**src/rtl/mem_datos_ctrl.sv**
```systemverilog
// Load/store controller sitting between the CPU datapath and a word-indexed data memory.
// Takes one byte/half/word request at a time through a valid/ready handshake, checks
// alignment and range, does read-modify-write for sub-word stores and returns extended
// load data with a one-cycle response pulse.
//
// Ports:
//   clk, reset           clock (rising edge), asynchronous active-high reset
//   req_valid/req_ready  request handshake; ready only while idle and out of reset
//   req_we, req_size     1 = store / 0 = load; 00 byte, 01 half, 10 word, 11 illegal
//   req_signed           loads: sign-extend (1) or zero-extend (0)
//   req_addr, req_wdata  byte address, right-aligned store data
//   resp_valid           one-cycle completion pulse
//   resp_rdata, resp_err extended load data (0 for stores/errors), error flag
//   Address, writeData   registered memory word index and write data
//   EnW, EnR             registered memory write / read enables
//   dataOutput           memory read data, combinational from Address
module mem_datos_ctrl #(
  parameter int unsigned DEPTH  = 64,
  parameter int unsigned ADDR_W = 32
) (
  input  logic              clk,
  input  logic              reset,
  input  logic              req_valid,
  output logic              req_ready,
  input  logic              req_we,
  input  logic [1:0]        req_size,
  input  logic              req_signed,
  input  logic [ADDR_W-1:0] req_addr,
  input  logic [31:0]       req_wdata,
  output logic              resp_valid,
  output logic [31:0]       resp_rdata,
  output logic              resp_err,
  output logic [ADDR_W-1:0] Address,
  output logic [31:0]       writeData,
  output logic              EnW,
  output logic              EnR,
  input  logic [31:0]       dataOutput
);

  typedef enum logic [1:0] {StIdle, StRd, StWr, StResp} state_e;

  state_e              state_q, state_d;
  logic [1:0]          addr_lo_q, addr_lo_d;
  logic [1:0]          size_q, size_d;
  logic                we_q, we_d;
  logic                signed_q, signed_d;
  // Only the low half is needed later; word stores take req_wdata straight at accept.
  logic [15:0]         wdata_q, wdata_d;
  logic [ADDR_W-1:0]   address_q, address_d;
  logic [31:0]         write_data_q, write_data_d;
  logic                en_w_q, en_w_d;
  logic                en_r_q, en_r_d;
  logic                resp_valid_q, resp_valid_d;
  logic                resp_err_q, resp_err_d;
  logic [31:0]         resp_rdata_q, resp_rdata_d;

  logic [ADDR_W-1:0]   word_idx;
  logic                req_bad;
  logic                accept;
  logic [7:0]          byte_lane;
  logic [15:0]         half_lane;
  logic [31:0]         load_ext;
  logic [31:0]         merged;

  assign req_ready = (state_q == StIdle) && !reset;
  assign accept    = req_valid && req_ready;

  assign word_idx = {2'b00, req_addr[ADDR_W-1:2]};
  assign req_bad  = (req_size == 2'b11)
                 || ((req_size == 2'b01) && req_addr[0])
                 || ((req_size == 2'b10) && (req_addr[1:0] != 2'b00))
                 || (word_idx >= ADDR_W'(DEPTH));

  // Little-endian lane selection on the word currently presented by the memory.
  assign byte_lane = dataOutput[{addr_lo_q, 3'b000} +: 8];
  assign half_lane = addr_lo_q[1] ? dataOutput[31:16] : dataOutput[15:0];

  always_comb begin
    load_ext = dataOutput;
    case (size_q)
      2'b00:   load_ext = signed_q ? {{24{byte_lane[7]}}, byte_lane} : {24'h0, byte_lane};
      2'b01:   load_ext = signed_q ? {{16{half_lane[15]}}, half_lane} : {16'h0, half_lane};
      default: load_ext = dataOutput;
    endcase
  end

  always_comb begin
    merged = dataOutput;
    if (size_q == 2'b00) begin
      merged[{addr_lo_q, 3'b000} +: 8] = wdata_q[7:0];
    end else if (size_q == 2'b01) begin
      merged[{addr_lo_q[1], 4'b0000} +: 16] = wdata_q;
    end
  end

  always_comb begin
    state_d      = state_q;
    addr_lo_d    = addr_lo_q;
    size_d       = size_q;
    we_d         = we_q;
    signed_d     = signed_q;
    wdata_d      = wdata_q;
    address_d    = address_q;
    write_data_d = write_data_q;
    en_w_d       = en_w_q;
    en_r_d       = en_r_q;
    resp_valid_d = resp_valid_q;
    resp_err_d   = resp_err_q;
    resp_rdata_d = resp_rdata_q;

    unique case (state_q)
      StIdle: begin
        if (accept) begin
          addr_lo_d = req_addr[1:0];
          size_d    = req_size;
          we_d      = req_we;
          signed_d  = req_signed;
          wdata_d   = req_wdata[15:0];
          if (req_bad) begin
            // No memory access at all; Address is left where it was.
            resp_valid_d = 1'b1;
            resp_err_d   = 1'b1;
            resp_rdata_d = 32'h0;
            state_d      = StResp;
          end else begin
            address_d = word_idx;
            if (req_we && (req_size == 2'b10)) begin
              write_data_d = req_wdata;
              en_w_d       = 1'b1;
              state_d      = StWr;
            end else begin
              en_r_d  = 1'b1;
              state_d = StRd;
            end
          end
        end
      end
      StRd: begin
        en_r_d = 1'b0;
        if (we_q) begin
          write_data_d = merged;
          en_w_d       = 1'b1;
          state_d      = StWr;
        end else begin
          resp_valid_d = 1'b1;
          resp_err_d   = 1'b0;
          resp_rdata_d = load_ext;
          state_d      = StResp;
        end
      end
      StWr: begin
        en_w_d       = 1'b0;
        resp_valid_d = 1'b1;
        resp_err_d   = 1'b0;
        resp_rdata_d = 32'h0;
        state_d      = StResp;
      end
      StResp: begin
        resp_valid_d = 1'b0;
        resp_err_d   = 1'b0;
        resp_rdata_d = 32'h0;
        state_d      = StIdle;
      end
      default: state_d = StIdle;
    endcase
  end

  always_ff @(posedge clk or posedge reset) begin
    if (reset) begin
      state_q      <= StIdle;
      addr_lo_q    <= 2'b00;
      size_q       <= 2'b00;
      we_q         <= 1'b0;
      signed_q     <= 1'b0;
      wdata_q      <= 16'h0;
      address_q    <= '0;
      write_data_q <= 32'h0;
      en_w_q       <= 1'b0;
      en_r_q       <= 1'b0;
      resp_valid_q <= 1'b0;
      resp_err_q   <= 1'b0;
      resp_rdata_q <= 32'h0;
    end else begin
      state_q      <= state_d;
      addr_lo_q    <= addr_lo_d;
      size_q       <= size_d;
      we_q         <= we_d;
      signed_q     <= signed_d;
      wdata_q      <= wdata_d;
      address_q    <= address_d;
      write_data_q <= write_data_d;
      en_w_q       <= en_w_d;
      en_r_q       <= en_r_d;
      resp_valid_q <= resp_valid_d;
      resp_err_q   <= resp_err_d;
      resp_rdata_q <= resp_rdata_d;
    end
  end

  assign Address    = address_q;
  assign writeData  = write_data_q;
  assign EnW        = en_w_q;
  assign EnR        = en_r_q;
  assign resp_valid = resp_valid_q;
  assign resp_err   = resp_err_q;
  assign resp_rdata = resp_rdata_q;

endmodule

```
**config.mk**
```make
export PLATFORM = sky130hd
export DESIGN_NAME = mem_datos_ctrl
export DESIGN_NICKNAME = d
export VERILOG_FILES = /design/src/rtl/mem_datos_ctrl.sv
export SDC_FILE = /design/constraint.sdc
export NUM_CORES = 1
export LEC_CHECK = 0
export ABC_AREA = 1
export CELL_PAD_IN_SITES_DETAIL_PLACEMENT = 0
export CELL_PAD_IN_SITES_GLOBAL_PLACEMENT = 1
export CORE_UTILIZATION = 37
export CTS_BUF_LIST = sky130_fd_sc_hd__clkbuf_4
export CTS_CLUSTER_SIZE = 16
export DETAILED_ROUTE_END_ITERATION = 6
export GPL_ROUTABILITY_DRIVEN = 1
export PLACE_DENSITY_LB_ADDON = 0.1
export SLEW_MARGIN = 10
export SYNTH_ARGS = -nofsm -noshare
export SYNTH_HDL_FRONTEND = slang
export SYNTH_SLANG_ARGS = --single-unit
```
**constraint.sdc**
```tcl
create_clock -name clk -period 10.2 [get_ports clk]
set_input_delay 2.04 -clock clk [delete_from_list [all_inputs] [get_ports clk]]
set_output_delay 2.04 -clock clk [all_outputs]
set_load 0.02 [all_outputs]
```
Yosys cells after proc, flatten, opt, wreduce, memory -nomap -nowiden
Cells that the tools add are included.

Magnitude comparators: 1. Shifts and indexed selects: 5. Equal/unequal tests: 14. Bitwise operators: 1. Reduce and logical (&&, ||, !) cells: 21. Add/subtract/negate cells: 2. Muxes and demuxes: 37.

Operators by type and width (number): 2-to-1 mux 32 bit (11); case mux 32 bit (2 select lines) (2); case mux 32 bit (3 select lines) (1); bitwise mux 32 bit (2); variable shift 16 x 7 -> 32 bit, first input constant (1); variable shift 8 x 7 -> 32 bit, first input constant (1); variable part select 16 x 7 -> 32 bit (1); variable part select 32 x 6 -> 8 bit (1); variable part select 8 x 7 -> 32 bit (1); >= comparator 30 x 7 -> 1 bit, second input constant (1); 2-to-1 mux 16 bit (1); negation 5 -> 7 bit (2); 2-to-1 mux 1 bit (12); inequality test 2 bit, second input constant (6); AND reduction 5 bit (2); equality test 2 bit, second input constant (4); case mux 2 bit (4 select lines) (1); equality test 2 x 1 -> 1 bit, second input constant (3); 2-to-1 mux 2 bit (3); case mux 1 bit (3 select lines) (2); AND reduction 3 bit (2); logical AND 1 bit (5); zero test 2 bit (2); case mux 1 bit (4 select lines) (1); other kinds (10) (13).

Flip-flop bits (word level): 122. Output and inout bits: 101. Logic and storage cells: 94.

Depth between registers and ports, before layout
Gate-level depths: netlist (run 1).

Depth in word-level cells: 8. Depth in mapped cells: 15. Depth with buffers taken out: 12.

Least setup slack after synthesis (run 1)
Ideal clock, no wire load.

Path kind: input to output. Start: in reset. End: out req_ready. Data required time: 8.160 ns. Cell stages on the path: 1. Arrival time: 2.202 ns. Slack: 5.958 ns. Buffers on the path: 0. Cell sequence: nor2_4.

Cells in the longest elaborated chain, start to end: 2.

RTL lines: start: declaration (line 22) `input logic reset,`; zero test 1 bit (no source line); logical AND 1 bit (line 65) `assign req_ready = (state_q == StIdle) && !reset;`; end: declaration (line 24) `output logic req_ready,`.

No other way between the ends.

Worst setup path after layout (run 1)
Ends and elaborated chain as after synthesis.

==> results of run 1 <==
## metrics by stage
step	cells	setup WS [ns]	hold WS [ns]
detailed placement	1504	4.86	0.458
CTS	1536	4.86	0.491
global placement	1504	4.86	0.455
global route	1538	4.84	0.513
floorplan	1098	4.92	0.471
finish	1538	4.87	0.494
## cell usage in the layout (no fill, tap or decap), types with 4 or more instances in the layout
master,netlist,final
a211oi_1,5,5
clkbuf_4,0,17
buf_4,2,9
nand3_1,85,85
ha_1,10,10
o21ai_0,48,48
dfrtp_1,122,122
inv_8,0,4
nand2_1,455,454
a21oi_1,30,30
clkdlybuf4s50_1,0,201
o21ai_1,27,27
nand4_1,41,41
inv_1,98,97
inv_6,0,5
nor2_1,89,88
## path summary, 6_finish.rpt
| path | from | end | slack (ns) | cells past startpoint |
|---|---|---|---|---|
| worst max-delay path | reset | req_ready | 4.87 | 3 |
| worst min-delay path | Address[1] | Address[1] | 0.49 | 2 |
| worst max register to register | size_q[1] | resp_rdata[21] | 6.76 | 9 |
| worst min register to register | Address[1] | Address[1] | 0.49 | 2 |
| max in group asynchronous | reset | resp_rdata[1] | 6.88 | 3 |
| min in group asynchronous | reset | EnR | 2.01 | 2 |
## flip-flops by register name (all words and copies together) (netlist names), 2 cells and up
signal / count
state_q: 2
addr_lo_q: 2
size_q: 2
Address: 30
wdata_q: 16
writeData: 32
resp_rdata: 32
## where the power goes
part / switching (W) / internal, W
sequential: 0.000164 / 0.000646
combinational: 0.00103 / 0.000552
clock: 0.000236 / 0.000110
total: 0.00143 / 0.00131
## kinds of logic after synthesis
family	after synthesis
and+or+nand+nor	682
buffers and inverters	164
DFF	122
AOI/OAI and AO/OA	118
adders and majority gates	10
other	1
## critical path, delay by kind of cell
| kind | cells | cell delay [ns] |
|---|---|---|
| buffers and inverters | 2 | 1.09 |
| AND/OR/NAND/NOR | 1 | 0.15 |
## cell type report
type / instances / area [um2]
Fill cell: 2006 / 9260
Multi-Input combinational cell: 812 / 3580
Sequential cell: 122 / 3050
Timing Repair Buffer: 210 / 2080
Inverter: 100 / 378
Tap cell: 260 / 325
Clock inverter: 15 / 153
Clock buffer: 17 / 128
Antenna cell: 2 / 5.00
## layer usage
metal  global-route usage, %  up-vias
met5                       0        -
met4                    5.72        0
met3                    5.59       25
met2                    37.2      260
met1                    36.9     3449
li1                        -     3798
==> results.toml, run 1 <==
[run_status]
outcome = "completed"

[worst_setup_path]
slowest_delay_ns = 0.60
cp-start-kind = "input pin"
worstSetupPathType = "input pin to output pin"
worst_path_max_delay_cell = "clkdlybuf4s50_1"
path_common_cell = "clkdlybuf4s50_1"
path_max_fanout = 2
crit_path_end_kind = "output pin"
critical_path_required_ns = 8.16
worstPathArrival_ns = 3.29
crit_chain = "clkdlybuf4s50_1, nor2_4, clkdlybuf4s50_1"

[logic_synthesis]
synth_top_cell_by_area = "dfrtp_1"
synthMuxAreaShare_pct = 0
syn_avg_cell_area_um2 = 6.62
synth_xor_area_share_pct = 0
ys_top_cells_by_area = "dfrtp_1, nand2_1, nand3_1, inv_1, nor2_1"
synthSimpleGateAreaFrac_pct = 38.7
synthCells = 1097
synth_top_area_share_pct = 42.0
seq_area_frac_synth_pct = 42.0
synth_common_cells = "nand2_1, dfrtp_1, inv_1"
synth_flop_cell = "dfrtp_1"
synth_top_family_by_area = "simple AND/OR/NAND/NOR gates"
synthArstFlopShare_pct = 100
ys_ff_latch = 122
yosysWarnings = 0
synth_compound_area_share_pct = 8.61
syn_area_um2 = 7270
synth_edf_count = 0
synthAdderAreaFrac_pct = 1.72
synth.most_common_cell = "nand2_1"
synthDistinctLibCells = 30

[cts]
post_cts_resize_count = 0
postCtsHoldBufs = 0
cts_buffers = 17
clock-sinks = 122
cts_tree = "yes"
clk_path_buf_depth = 2
cts_setup_buffers = 0
clock_latency_ns = 0.58
cts_root_buf = "clkbuf_4"
clkSlewWorstSetupHoldPaths_ns = 0.14
h-tree-depth = 4

[timing]
worst_pin_slew_ns = 1.10
slew_headroom_pct = 26.6
slew_violations = 0
fin_crit_ns = 5.33
tns_ns = 0
max_freq_ghz = 0.188
hold_viol_final = 0
finalCritPeriodShare_pct = 52.2
skew_ns = 0.0255
grt_setup_unrepaired = "false"
setup_viol = 0

[detailed_routing]
routed.top_layer = "met4"
routed_via_density = 4.90
met3WireLength_mm = 1.81
met1_length_mm = 11.8
ant_nets = 0
drc = 0
route.vias.total = 7532
wl_met2_mm = 10.8
wl_per_cell_um = 16.0
firstDrtPassIters = 5
routed_wl_mm = 24.6
drtIter0Drc = 609

[floorplan]
ioPinCount = 204
die_h_um = 142
core.rowCount = 50
coreArea_um2 = 19000
die-width_um = 142
dieArea_um2 = 20200
start_util_pct = 38.3

[global_routing]
antenna_found_initial = 1
grt_max_degree = 66
grt_pass1_wl_mm = 38.6
first_global_vias = 6907
grt_usage_pct = 25.1
overflow = 0

[final_layout]
drive_above_1_share_pct = 4.47
fin_area_um2 = 9700
syn_to_final_growth_pct = 33.5
nNetsFinal = 1376
fin_util_pct = 51.2

[place]
io_buffers = 201
dp_hpwl_mm = 17.8
dpl_cell_area_um2 = 9410
place_congestion = 0.914

[power_and_ir_drop]
pwr_density_cell_nw_per_um2 = 282
leakagePower_nw = 4.80
p_total_w = 0.00273
ir_worst_vdd_mv = 0.135

[hold_path]
min_path_type = "register to register"

[flow_run]
cap_violations = 0
(Power assumes the default switching activity.)
==> inputs of run 2 (changes only) <==
CORE_UTILIZATION = 34   (was 37)
clock period = 5.4 ns   (was 10.2 ns; I/O delays follow)
==> results.toml, run 2 (synthesis gave the netlist of run 1 again) <==
[worst_setup_path]
worst_path_max_delay_cell = "clkdlybuf4s50_1"
crit_chain = "clkdlybuf4s50_1, nor2_4, clkdlybuf4s50_1"
worstSetupPathType = "input pin to output pin"
crit_path_end_kind = "output pin"
critical_path_required_ns = 4.32
slowest_delay_ns = 0.61
path_common_cell = "clkdlybuf4s50_1"
path_max_fanout = 2
cp-start-kind = "input pin"
worstPathArrival_ns = 2.33
path_buf_inv = 2
critPathTopFamily = "buffers and inverters"

[global_routing]
gr-max-usage-layer = "met2"
grt_max_degree = 53
first_global_vias = 6933
grt_usage_pct = 23.4
antenna_found_initial = 1
use_met1_pct = 34.3
grt_pass1_wl_mm = 39.4
met3_usage_pct = 4.97
overflow = 0
use_met2_pct = 34.4

[cts]
postCtsHoldBufs = 0
cts_setup_buffers = 0
clock_latency_ns = 0.57
post_cts_resize_count = 0
clk_path_buf_depth = 2
h-tree-depth = 4
clkSlewWorstSetupHoldPaths_ns = 0.12
cts_tree = "yes"
clock-sinks = 122
cts_buffers = 17
cts_root_buf = "clkbuf_4"

[detailed_routing]
wl_per_cell_um = 16.2
drc = 0
routed_via_density = 4.82
route.vias.total = 7483
ant_nets = 0
routed_wl_mm = 25.1
drtIter0Drc = 482
firstDrtPassIters = 5

[place]
place_congestion = 0.883
io_buffers = 201
dpl_cell_area_um2 = 9450
pre_cts_ws_ns = 1.80
dp_hpwl_mm = 18.6

[timing]
finalCritPeriodShare_pct = 63.2
max_freq_ghz = 0.293
hold_viol_final = 0
setup_slack_ns = 1.99
slew_violations = 0
worst_pin_slew_ns = 1.08
slew_headroom_pct = 27.8
setup_viol = 0
fin_crit_ns = 3.41
skew_ns = 0.0187
grt_setup_unrepaired = "false"
tns_ns = 0

[floorplan]
start_util_pct = 34.7
dieArea_um2 = 22000
core.rowCount = 53
ioPinCount = 204
coreArea_um2 = 21000
die_h_um = 148
die-width_um = 148

[run_status]
outcome = "completed"

[final_layout]
fin_util_pct = 46.8
seqCellArea_um2 = 3050
fin_area_um2 = 9810
final_common_cell = "nand2_1"
syn_to_final_growth_pct = 35.0
nNetsFinal = 1378
drive_above_1_share_pct = 4.62
nFillCells = 2222
final_cell_mix = "nand2_1, clkdlybuf4s50_1, dfrtp_1, inv_1, nor2_1"
multi_input_area_um2 = 3580

[power_and_ir_drop]
leakagePower_nw = 4.85
pwr_density_cell_nw_per_um2 = 544
ir_worst_vdd_mv = 0.236

[hold_path]
min_path_type = "register to register"

[flow_run]
cap_violations = 0
[run 2: cell types whose count changed in the layout (fill, tap and decap cells not counted), sizes merged]
cell	before	now
bufinv	0	4
buf	9	11
clkinvlp	3	1
clkinv	3	2
diode	2	1
inv	109	108
[run 2: area by class of cell]
cell class                 count  area share [%]
antenna                        1          0.0255
clock buffer                  17            1.30
clock inverter                15            2.35
inverter                     100            3.85
multi-input combinational    812            36.5
sequential                   122            31.1
tap                          275            3.51
timing repair buffer         212            21.4
[run 2: per-stage QoR]
| step | instances | total power, W | hold WS [ns] |
|---|---|---|---|
| after global routing | 1554 | 0.00575 | 0.518 |
| after CTS | 1553 | 0.00537 | 0.491 |
| after global placement | 1521 | 0.00454 | 0.456 |
| after floorplan | 1098 | 0.00341 | 0.471 |
| after detailed placement | 1521 | 0.00453 | 0.460 |
| final | 1554 | 0.00534 | 0.487 |
[run 2: layer usage]
layer / part of all wire, % / wire length (um)
met1: 49 / 12300
met3: 6.6 / 1660
met2: 43 / 10800
met4: 1.4 / 358
met5: 0 / 0
[run 2: path summary, 6_finish.rpt]
kind,depth (start not counted),startpoint,slack (ns),end
setup / recovery,3,reset,1.99,req_ready
hold / removal,2,Address[3],0.49,Address[3]
setup reg to reg,10,state_q[1],2.35,writeData[8]
hold reg to reg,2,Address[3],0.49,Address[3]
max in group asynchronous,3,reset,3.39,wdata_q[12]
min in group asynchronous,2,reset,1.01,Address[17]
[run 2: worst reg2reg max path, stage by stage, from the launching register on]
cell     delay [ns]
dfrtp_1        0.44
inv_1          0.09
ha_1           0.18
buf_4          0.27
inv_1          0.10
buf_4          0.41
or2_2          0.68
nand3_1        0.30
buf_4          0.32
nand2_1        0.10
nand2_1        0.05
[run 2: power breakdown]
part / internal (W) / total (W) / switching (W) / leakage, nW
clock: 0.000388 / 0.000815 / 0.000428 / 0.187
combinational: 0.00105 / 0.00305 / 0.00200 / 3.19
sequential: 0.00122 / 0.00148 / 0.000255 / 1.48
